==> src/rtl/matmul_pkg.sv <==
// ============================================================================
// Module      : matmul_pkg
// Description : Shared types, matrix base addresses and element address helper
//               for the sequential 3x3 matrix multiplier.
// Revision    : 1.0 - initial release
// ============================================================================
`default_nettype none

package matmul_pkg;

  localparam int N      = 3;
  localparam int WORD_W = 32;
  localparam int ADDR_W = 17;

  localparam logic [ADDR_W-1:0] A_BASE = 17'h00200;
  localparam logic [ADDR_W-1:0] B_BASE = 17'h00300;
  localparam logic [ADDR_W-1:0] C_BASE = 17'h00100;

  typedef enum logic [2:0] {
    IDLE = 3'd0,
    RD_A = 3'd1,
    RD_B = 3'd2,
    WR_C = 3'd3,
    DONE = 3'd4
  } state_t;

  // Row-major byte address of element [r][c]: base + 4*(3*r + c)
  function automatic logic [ADDR_W-1:0] elem_addr(input logic [ADDR_W-1:0] base,
                                                  input logic [1:0] r,
                                                  input logic [1:0] c);
    logic [3:0] idx;
    idx = 4'(r) * 4'd3 + 4'(c);
    return base + {11'b0, idx, 2'b00};
  endfunction

endpackage

`default_nettype wire

==> src/rtl/mac_unit.sv <==
// ============================================================================
// Module      : mac_unit
// Description : Multiply-accumulate for one C element. MATMUL_SAT_EN selects a
//               64-bit product/accumulator with the result clamped to 32 bits;
//               otherwise products and sums wrap modulo 2^32.
// Revision    : 1.0 - initial release
// ============================================================================
`default_nettype none

module mac_unit
  import matmul_pkg::*;
(
  input  logic              clk,
  input  logic              reset,
  input  logic              clr,
  input  logic              en,
  input  logic [WORD_W-1:0] a,
  input  logic [WORD_W-1:0] b,
  output logic [WORD_W-1:0] result
);

`ifdef MATMUL_SAT_EN
  logic [2*WORD_W-1:0] acc;
  logic [2*WORD_W-1:0] prod;
  logic [2*WORD_W:0]   sum;

  assign prod = {{WORD_W{1'b0}}, a} * {{WORD_W{1'b0}}, b};
  assign sum  = {1'b0, acc} + {1'b0, prod};

  // A carry out of 64 bits is already far above the clamp, so stick at all-ones
  always_ff @(posedge clk) begin
    if (reset || clr) begin
      acc <= '0;
    end else if (en) begin
      acc <= sum[2*WORD_W] ? {2*WORD_W{1'b1}} : sum[2*WORD_W-1:0];
    end
  end

  assign result = (acc[2*WORD_W-1:WORD_W] != '0) ? {WORD_W{1'b1}} : acc[WORD_W-1:0];
`else
  logic [WORD_W-1:0] acc;

  always_ff @(posedge clk) begin
    if (reset || clr) begin
      acc <= '0;
    end else if (en) begin
      acc <= acc + a * b;
    end
  end

  assign result = acc;
`endif

endmodule

`default_nettype wire

==> src/rtl/matmul_seq.sv <==
// ============================================================================
// Module      : matmul_seq
// Description : Sequential 3x3 matrix multiply C = A x B over a single-port
//               memory. Optional saturating arithmetic via MATMUL_SAT_EN.
// Revision    : 1.0 - initial release
// ============================================================================
`default_nettype none

module matmul_seq
  import matmul_pkg::*;
(
  input  logic              clk,
  input  logic              reset,
  input  logic              start,
  output logic              busy,
  output logic              done,
  output logic              memread,
  output logic              memwrite,
  output logic [ADDR_W-1:0] address,
  output logic [WORD_W-1:0] data_out,
  input  logic [WORD_W-1:0] data_in
);

  localparam logic [1:0] LAST = 2'(N - 1);

  state_t            state;
  state_t            state_nxt;
  logic [1:0]        i;
  logic [1:0]        j;
  logic [1:0]        k;
  logic [WORD_W-1:0] a_reg;
  logic [WORD_W-1:0] mac_result;
  logic              mac_clr;
  logic              mac_en;

  always_ff @(posedge clk) begin
    if (reset) begin
      state <= IDLE;
      i     <= '0;
      j     <= '0;
      k     <= '0;
      a_reg <= '0;
    end else begin
      state <= state_nxt;
      case (state)
        IDLE: begin
          if (start) begin
            i <= '0;
            j <= '0;
            k <= '0;
          end
        end
        RD_A: a_reg <= data_in;
        RD_B: begin
          if (k != LAST) k <= k + 2'd1;
        end
        WR_C: begin
          k <= '0;
          if (j == LAST) begin
            j <= '0;
            i <= (i == LAST) ? 2'd0 : i + 2'd1;
          end else begin
            j <= j + 2'd1;
          end
        end
        default: ;
      endcase
    end
  end

  always_comb begin
    state_nxt = state;
    memread   = 1'b0;
    memwrite  = 1'b0;
    address   = '0;
    data_out  = '0;
    done      = 1'b0;
    case (state)
      IDLE: begin
        if (start) state_nxt = RD_A;
      end
      RD_A: begin
        memread   = 1'b1;
        address   = elem_addr(A_BASE, i, k);
        state_nxt = RD_B;
      end
      RD_B: begin
        memread   = 1'b1;
        address   = elem_addr(B_BASE, k, j);
        state_nxt = (k == LAST) ? WR_C : RD_A;
      end
      WR_C: begin
        memwrite  = 1'b1;
        address   = elem_addr(C_BASE, i, j);
        data_out  = mac_result;
        state_nxt = (i == LAST && j == LAST) ? DONE : RD_A;
      end
      DONE: begin
        done      = 1'b1;
        state_nxt = IDLE;
      end
      default: state_nxt = IDLE;
    endcase
  end

  assign busy    = (state != IDLE);
  assign mac_en  = (state == RD_B);
  // Clear after each write and again on start so a new run never inherits a sum
  assign mac_clr = (state == WR_C) || (state == IDLE && start);

  mac_unit u_mac (
    .clk    (clk),
    .reset  (reset),
    .clr    (mac_clr),
    .en     (mac_en),
    .a      (a_reg),
    .b      (data_in),
    .result (mac_result)
  );

endmodule

`default_nettype wire

==> config.mk <==
export PLATFORM = sky130hd
export DESIGN_NAME = matmul_seq
export DESIGN_NICKNAME = d
export VERILOG_FILES = /design/src/rtl/matmul_pkg.sv /design/src/rtl/mac_unit.sv /design/src/rtl/matmul_seq.sv
export SDC_FILE = /design/constraint.sdc
export NUM_CORES = 1
export LEC_CHECK = 0
export BUFFER_PORTS_ARGS = -buffer_cell sky130_fd_sc_hd__buf_2
export CAP_MARGIN = 30
export CORE_MARGIN = 5
export CORE_UTILIZATION = 51
export CTS_BUF_LIST = sky130_fd_sc_hd__clkbuf_4 sky130_fd_sc_hd__clkbuf_8
export CTS_CLUSTER_DIAMETER = 100
export DETAILED_ROUTE_END_ITERATION = 7
export MAX_ROUTING_LAYER = met4
export PLACE_DENSITY_LB_ADDON = 0.3
export SYNTH_ARGS = -nofsm -noshare
export SYNTH_HDL_FRONTEND = slang
export SYNTH_SLANG_ARGS = --single-unit
==> constraint.sdc <==
create_clock -name clk -period 21.6 [get_ports clk]
set_input_delay 1.08 -clock clk [delete_from_list [all_inputs] [get_ports clk]]
set_output_delay 1.08 -clock clk [all_outputs]
set_load 0.01 [all_outputs]
==> results.py, run 1 <==
metrics = {
    "run_status": {
        "outcome": "finished clean",
    },
    "cts": {
        "numCtsBuffers": 9,
        "cts_resized": 0,
        "cts_buffer_depth": 2,
        "cts_num_sinks": 73,
        "tritoncts": "yes",
        "clk_pin_slew_ns": 0.09,
        "root_buffer": "clkbuf_8",
        "cts_setup_buffers": 0,
        "hold_buffers": 0,
        "cts_htree_levels": 3,
        "clk_latency_ns": 0.39,
    },
    "floorplanning": {
        "start_util_pct": 51.7,
        "core_region_area_um2": 38800,
        "die_area_um2": 43400,
        "die_y_um": 208,
        "rows": 72,
        "die_w_um": 208,
        "ios": 88,
    },
    "logic_synthesis": {
        "synth-edff-count": 0,
        "synthTopCellsByCount": "inv_1, fa_1, nand2_1",
        "syn_avg_cell_area_um2": 8.58,
        "synth_cells": 2338,
        "yosys.area.top_type": "fa_1",
        "yosysMostFrequentCell": "inv_1",
        "synthTopCellsByArea": "fa_1, inv_1, and2_1",
        "synth_seq_area_share_pct": 7.28,
        "synthDistinctLibCells": 55,
        "yosysWarnings": 0,
        "synth_flop_cell": "dfxtp_1",
        "async_flop_share_pct": 0,
        "ys_ff_latch": 73,
        "synth_area_um2": 20100,
        "synth_top_cell_area_share_pct": 44.0,
    },
    "global_route": {
        "grt_start_max_net_pins": 50,
        "grtUsageMet1_pct": 34.8,
        "grt_util_met3_pct": 3.28,
        "gr-total-overflow": 0,
        "top_usage_layer": "met2",
        "met2_usage_pct": 41.9,
        "grt_antenna_before_repair": 3,
        "grt_pass1_vias": 16300,
        "grt.total_usage_pct": 26.0,
        "grt_pass1_wl_um": 87400,
    },
    "worst_setup_path": {
        "r2r_setup_slack_ns": 13.94,
        "path_buf_inv": 6,
        "critPathKind": "in -> reg",
        "crit_fanout": 33,
        "r2r-start": "a_reg[7]",
        "crit_path_start": "data_in[0]",
        "r2r-end": "u_mac.result[31]",
        "worst_path_most_repeated_cell": "fa_1",
        "cp_top_family": "adder cells",
        "crit_arrival_ns": 8.21,
        "start_kind": "input port",
        "rr_worst_depth": 24,
        "critical_path.endpoint": "u_mac.result[31]",
        "path_depth": 25,
        "cp_slowest_cell": "buf_2",
        "cp-end-kind": "flop",
        "cp.required_ns": 21.86,
        "critical_path.max_stage_delay_ns": 0.54,
    },
    "sta": {
        "finalHoldViolCount": 0,
        "period_share_pct": 36.8,
        "setup_viol": 0,
        "setup-tns-final_ns": 0,
        "timing.fmax_mhz": 126,
        "slew_headroom_pct": 38.0,
        "rsz0062_at_grt": "false",
        "final_max_slew_viol_count": 0,
        "min_period_ns": 7.95,
        "fin_skew_ns": 0.00750,
        "tightest_slew_ns": 0.928,
    },
    "route": {
        "drt-total-wl_um": 53500,
        "drt-initial-drc-count": 1010,
        "route.detailed.drc": 0,
        "first_pass_iters": 7,
        "wire_per_inst_um": 18.9,
        "routed_via_density": 5.33,
        "ant_nets": 0,
        "num_vias": 15100,
    },
    "run": {
        "cap_violations": 0,
    },
    "finish": {
        "areaGrowthSynthToFinish_pct": 4.18,
        "multi_input_area_um2": 16100,
        "finalInstanceArea_um2": 20900,
        "fillCellCount": 3636,
        "seqCellArea_um2": 1470,
        "final_util_pct": 53.8,
        "drive_gt1_share_pct": 5.49,
        "nets": 2921,
    },
    "power_and_ir_drop": {
        "powerDensity_nw_per_um2": 65.1,
        "internal_power_w": 0.000633,
        "p_comb_share_pct": 79.5,
        "leakagePower_nw": 10.6,
        "swShare_pct": 53.5,
        "p_sw_w": 0.000728,
        "seq_power_share_pct": 12.3,
        "p_clk_share_pct": 8.2,
        "peakVddDrop_mv": 0.0669,
    },
    "placement": {
        "place_area_um2": 20700,
        "hpwl_um": 41600,
        "gp_congestion": 0.935,
        "portBuffers": 76,
    },
    "min_path": {
        "hp-class": "reg -> reg",
    },
}
-- layout by cell type, fill, tap and decap left out, types with 4 or more instances in the layout --
| cell | instances |
|---|---|
| a21oi_1 | 92 |
| nand2_1 | 366 |
| nand3_1 | 9 |
| nand2b_1 | 6 |
| a31oi_1 | 7 |
| or3_1 | 4 |
| o21ai_0 | 17 |
| clkbuf_8 | 10 |
| buf_4 | 17 |
| a21o_1 | 12 |
| nor2_1 | 46 |
| inv_1 | 517 |
| nor3_1 | 6 |
| o211ai_1 | 4 |
| ha_1 | 134 |
| dfxtp_1 | 70 |
| a211oi_1 | 8 |
| conb_1 | 11 |
| and3_1 | 35 |
| and2_1 | 288 |
| xnor2_1 | 63 |
| buf_2 | 76 |
| xor2_1 | 20 |
| fa_1 | 441 |
-- logic make-up (layout without fill, tap and decap cells) --
logic type      count (synthesis)  count (layout)  share of synthesized area [%]
simple gates                  780             780                           19.2
buf+inv                       659             626                           12.6
fa+ha+maj                     575             575                           52.4
compound gates                165             165                           4.87
xor+xnor                       83              83                           3.62
flops                          73              73                           7.28
mux                             2               2                         0.0998
other cells                     1              13                         0.0187
-- power groups by stage --
stage	clock network (W)	registers, W	logic (W)
finish	0.000111	0.000168	0.00108
global placement	0	0.000171	0.00107
detailed placement	0	0.000170	0.00108
CTS	0.000112	0.000167	0.00109
global route	0.000117	0.000169	0.00123
floorplan	0	0.000152	0.000814
-- final cells by class --
cell class / instances / area share (%)
Inverter: 517 / 9.28
Clock buffer: 10 / 0.658
Timing Repair Buffer: 94 / 2.56
Sequential cell: 73 / 7.01
Antenna cell: 2 / 0.0239
Clock inverter: 5 / 0.192
Multi-Input combinational cell: 1616 / 77.2
Tap cell: 518 / 3.10
-- worst min path at each step --
stage,from,end,slack [ns],depth (start not counted)
2_1_floorplan,a_reg[31],a_reg[31],0.44,2
4_1_cts,u_mac.result[13],u_mac.result[13],0.47,2
6_report,u_mac.result[13],u_mac.result[13],0.47,2
3_5_place_dp,u_mac.result[13],u_mac.result[13],0.46,2
3_3_place_gp,a_reg[31],a_reg[31],0.44,2
5_1_grt,a_reg[31],a_reg[31],0.50,2
-- per-stage QoR --
step	total power (W)	setup WS, ns	cells	hold WS (ns)
final	0.00136	13.65	2835	0.470
after CTS	0.00137	13.69	2833	0.473
after detailed placement	0.00125	13.29	2818	0.460
after global placement	0.00124	13.35	2817	0.444
after floorplan	0.000966	14.03	2348	0.437
after global routing	0.00152	13.28	2834	0.496
-- tightest hold or removal path: cells and delay by family, from the launching register on --
family | cells | cell delay (ns)
flip-flops | 1 | 0.33
AND/OR/NAND/NOR | 1 | 0.05
AO/OA/AOI/OAI | 1 | 0.05
-- per-layer routing --
layer | wire length, um | part of all wire [%]
met3 | 3630 | 6.8
met5 | 0 | 0
met2 | 25500 | 48
met4 | 1910 | 3.6
met1 | 22500 | 42
No activity file was read; power rests on OpenSTA's default activity.
==> run 2, diff against run 1 <==
Clock period 21.6 ns to 8.2 ns, I/O delays scaled along.
==> results.py, run 2 (synthesis gave the netlist of run 1 again) <==
metrics = {
    "worst_setup_path": {
        "worst_path_most_repeated_cell": "fa_1",
        "cp_slowest_cell": "dfxtp_1",
        "critical_path.endpoint": "u_mac.result[31]",
        "start_kind": "flop",
        "critPathKind": "reg -> reg",
        "cp-end-kind": "flop",
        "crit_path_start": "a_reg[5]",
        "crit_fanout": 18,
        "r2r-end": "u_mac.result[31]",
        "r2r_setup_slack_ns": 0.74,
        "rr_worst_depth": 25,
        "r2r-start": "a_reg[5]",
        "critical_path.max_stage_delay_ns": 1.01,
        "crit_arrival_ns": 7.69,
        "cp.required_ns": 8.43,
    },
    "global_route": {
        "grt_antenna_before_repair": 4,
        "grt_start_max_net_pins": 49,
        "grt_pass1_wl_um": 88600,
        "gr-total-overflow": 0,
        "grt_pass1_vias": 16300,
        "grt.total_usage_pct": 26.4,
    },
    "floorplanning": {
        "core_region_area_um2": 38800,
        "start_util_pct": 51.7,
        "die_y_um": 208,
        "die_area_um2": 43400,
        "rows": 72,
        "ios": 88,
        "die_w_um": 208,
    },
    "sta": {
        "whs_ns": 0.298,
        "period_share_pct": 91.0,
        "finalHoldViolCount": 0,
        "slew_headroom_pct": 31.9,
        "setup-tns-final_ns": 0,
        "setup_slack_ns": 0.738,
        "final_max_slew_viol_count": 0,
        "min_period_ns": 7.46,
        "rsz0062_at_grt": "false",
        "fin_skew_ns": 0.0192,
        "setup_viol": 0,
        "timing.fmax_mhz": 134,
        "tightest_slew_ns": 1.02,
    },
    "route": {
        "wire_per_inst_um": 18.9,
        "num_vias": 15200,
        "drt-total-wl_um": 53900,
        "first_pass_iters": 5,
        "routed_via_density": 5.32,
        "route.detailed.drc": 0,
        "drt-initial-drc-count": 933,
        "ant_nets": 0,
    },
    "cts": {
        "numCtsBuffers": 9,
        "clk_latency_ns": 0.38,
        "cts_setup_buffers": 0,
        "tritoncts": "yes",
        "cts_num_sinks": 73,
        "clk_pin_slew_ns": 0.10,
        "root_buffer": "clkbuf_8",
        "cts_buffer_depth": 2,
        "cts_htree_levels": 3,
        "cts_resized": 0,
        "hold_buffers": 0,
    },
    "power_and_ir_drop": {
        "powerDensity_nw_per_um2": 171,
        "leakagePower_nw": 10.6,
        "peakVddDrop_mv": 0.156,
    },
    "run": {
        "cap_violations": 0,
    },
    "run_status": {
        "outcome": "finished clean",
    },
    "finish": {
        "fillCellCount": 3631,
        "areaGrowthSynthToFinish_pct": 4.70,
        "drive_gt1_share_pct": 6.09,
        "mostFrequentLayoutCell": "inv_1",
        "nets": 2935,
        "instances_no_fill": 2850,
        "finalInstanceArea_um2": 21000,
        "layout_common_cells": "inv_1, fa_1, nand2_1",
    },
    "placement": {
        "dp_slack_ns": 0.602,
        "place_area_um2": 20800,
        "hpwl_um": 42400,
        "gp_congestion": 0.895,
        "portBuffers": 76,
        "dp_cells": 2832,
    },
    "min_path": {
        "hp-class": "in -> reg",
    },
}
[run 2: cell count changes in the layout (fill, tap and decap cells not counted)]
| cell | previous run | this run |
|---|---|---|
| buf_4 | 17 | 31 |
| buf_12 | 0 | 1 |
| buf_16 | 1 | 0 |
| clkbuf_4 | 0 | 1 |
| clkinv_4 | 2 | 1 |
| clkinvlp_4 | 0 | 1 |
[run 2: layer usage]
metal | part of all wire [%] | global-route usage [%]
met1 | 42 | 35.5
met3 | 7.7 | 3.99
met4 | 3.1 | 7.68
met5 | 0 | -
met2 | 48 | 42.0
[run 2: worst max-delay path, delay by kind of cell (launching register included)]
family,cells,cell delay [ns]
AO/OA/AOI/OAI,7,1.22
buffers and inverters,6,0.68
flip-flops,1,1.01
AND/OR/NAND/NOR,2,0.18
adder cells (fa/ha/maj),9,4.05
XOR/XNOR,1,0.15
[run 2: stage by stage]
stage | total power [W] | utilization, %
final | 0.00360 | 54.1
after global routing | 0.00399 | 54.1
after CTS | 0.00363 | 54.1
after detailed placement | 0.00331 | 53.6
after global placement | 0.00326 | 53.6
after floorplan | 0.00254 | -
[run 2: area by class of cell]
| cell class | count | area [um^2] | area share (%) |
|---|---|---|---|
| Antenna cell | 2 | 5.00 | 0.0238 |
| Clock buffer | 11 | 145 | 0.691 |
| Clock inverter | 5 | 38.8 | 0.185 |
| Inverter | 517 | 1940 | 9.24 |
| Multi-Input combinational cell | 1616 | 16100 | 76.8 |
| Sequential cell | 73 | 1470 | 6.97 |
| Tap cell | 518 | 648 | 3.09 |
| Timing Repair Buffer | 108 | 633 | 3.01 |
[run 2: how the worst min path moves through the flow]
stage / slack [ns] / startpoint / end / depth (start not counted)
2_1_floorplan: 0.44 / a_reg[31] / a_reg[31] / 2
3_3_place_gp: 0.45 / a_reg[31] / a_reg[31] / 2
3_5_place_dp: 0.45 / a_reg[31] / a_reg[31] / 2
4_1_cts: 0.28 / data_in[31] / a_reg[31] / 3
5_1_grt: 0.30 / data_in[31] / a_reg[31] / 3
6_report: 0.30 / data_in[31] / a_reg[31] / 3
[run 2: power by group]
| group | internal [W] | switching (W) | total [W] |
|---|---|---|---|
| registers | 0.000379 | 0.0000581 | 0.000437 |
| clock network | 0.000124 | 0.000167 | 0.000291 |
| logic | 0.00118 | 0.00169 | 0.00287 |
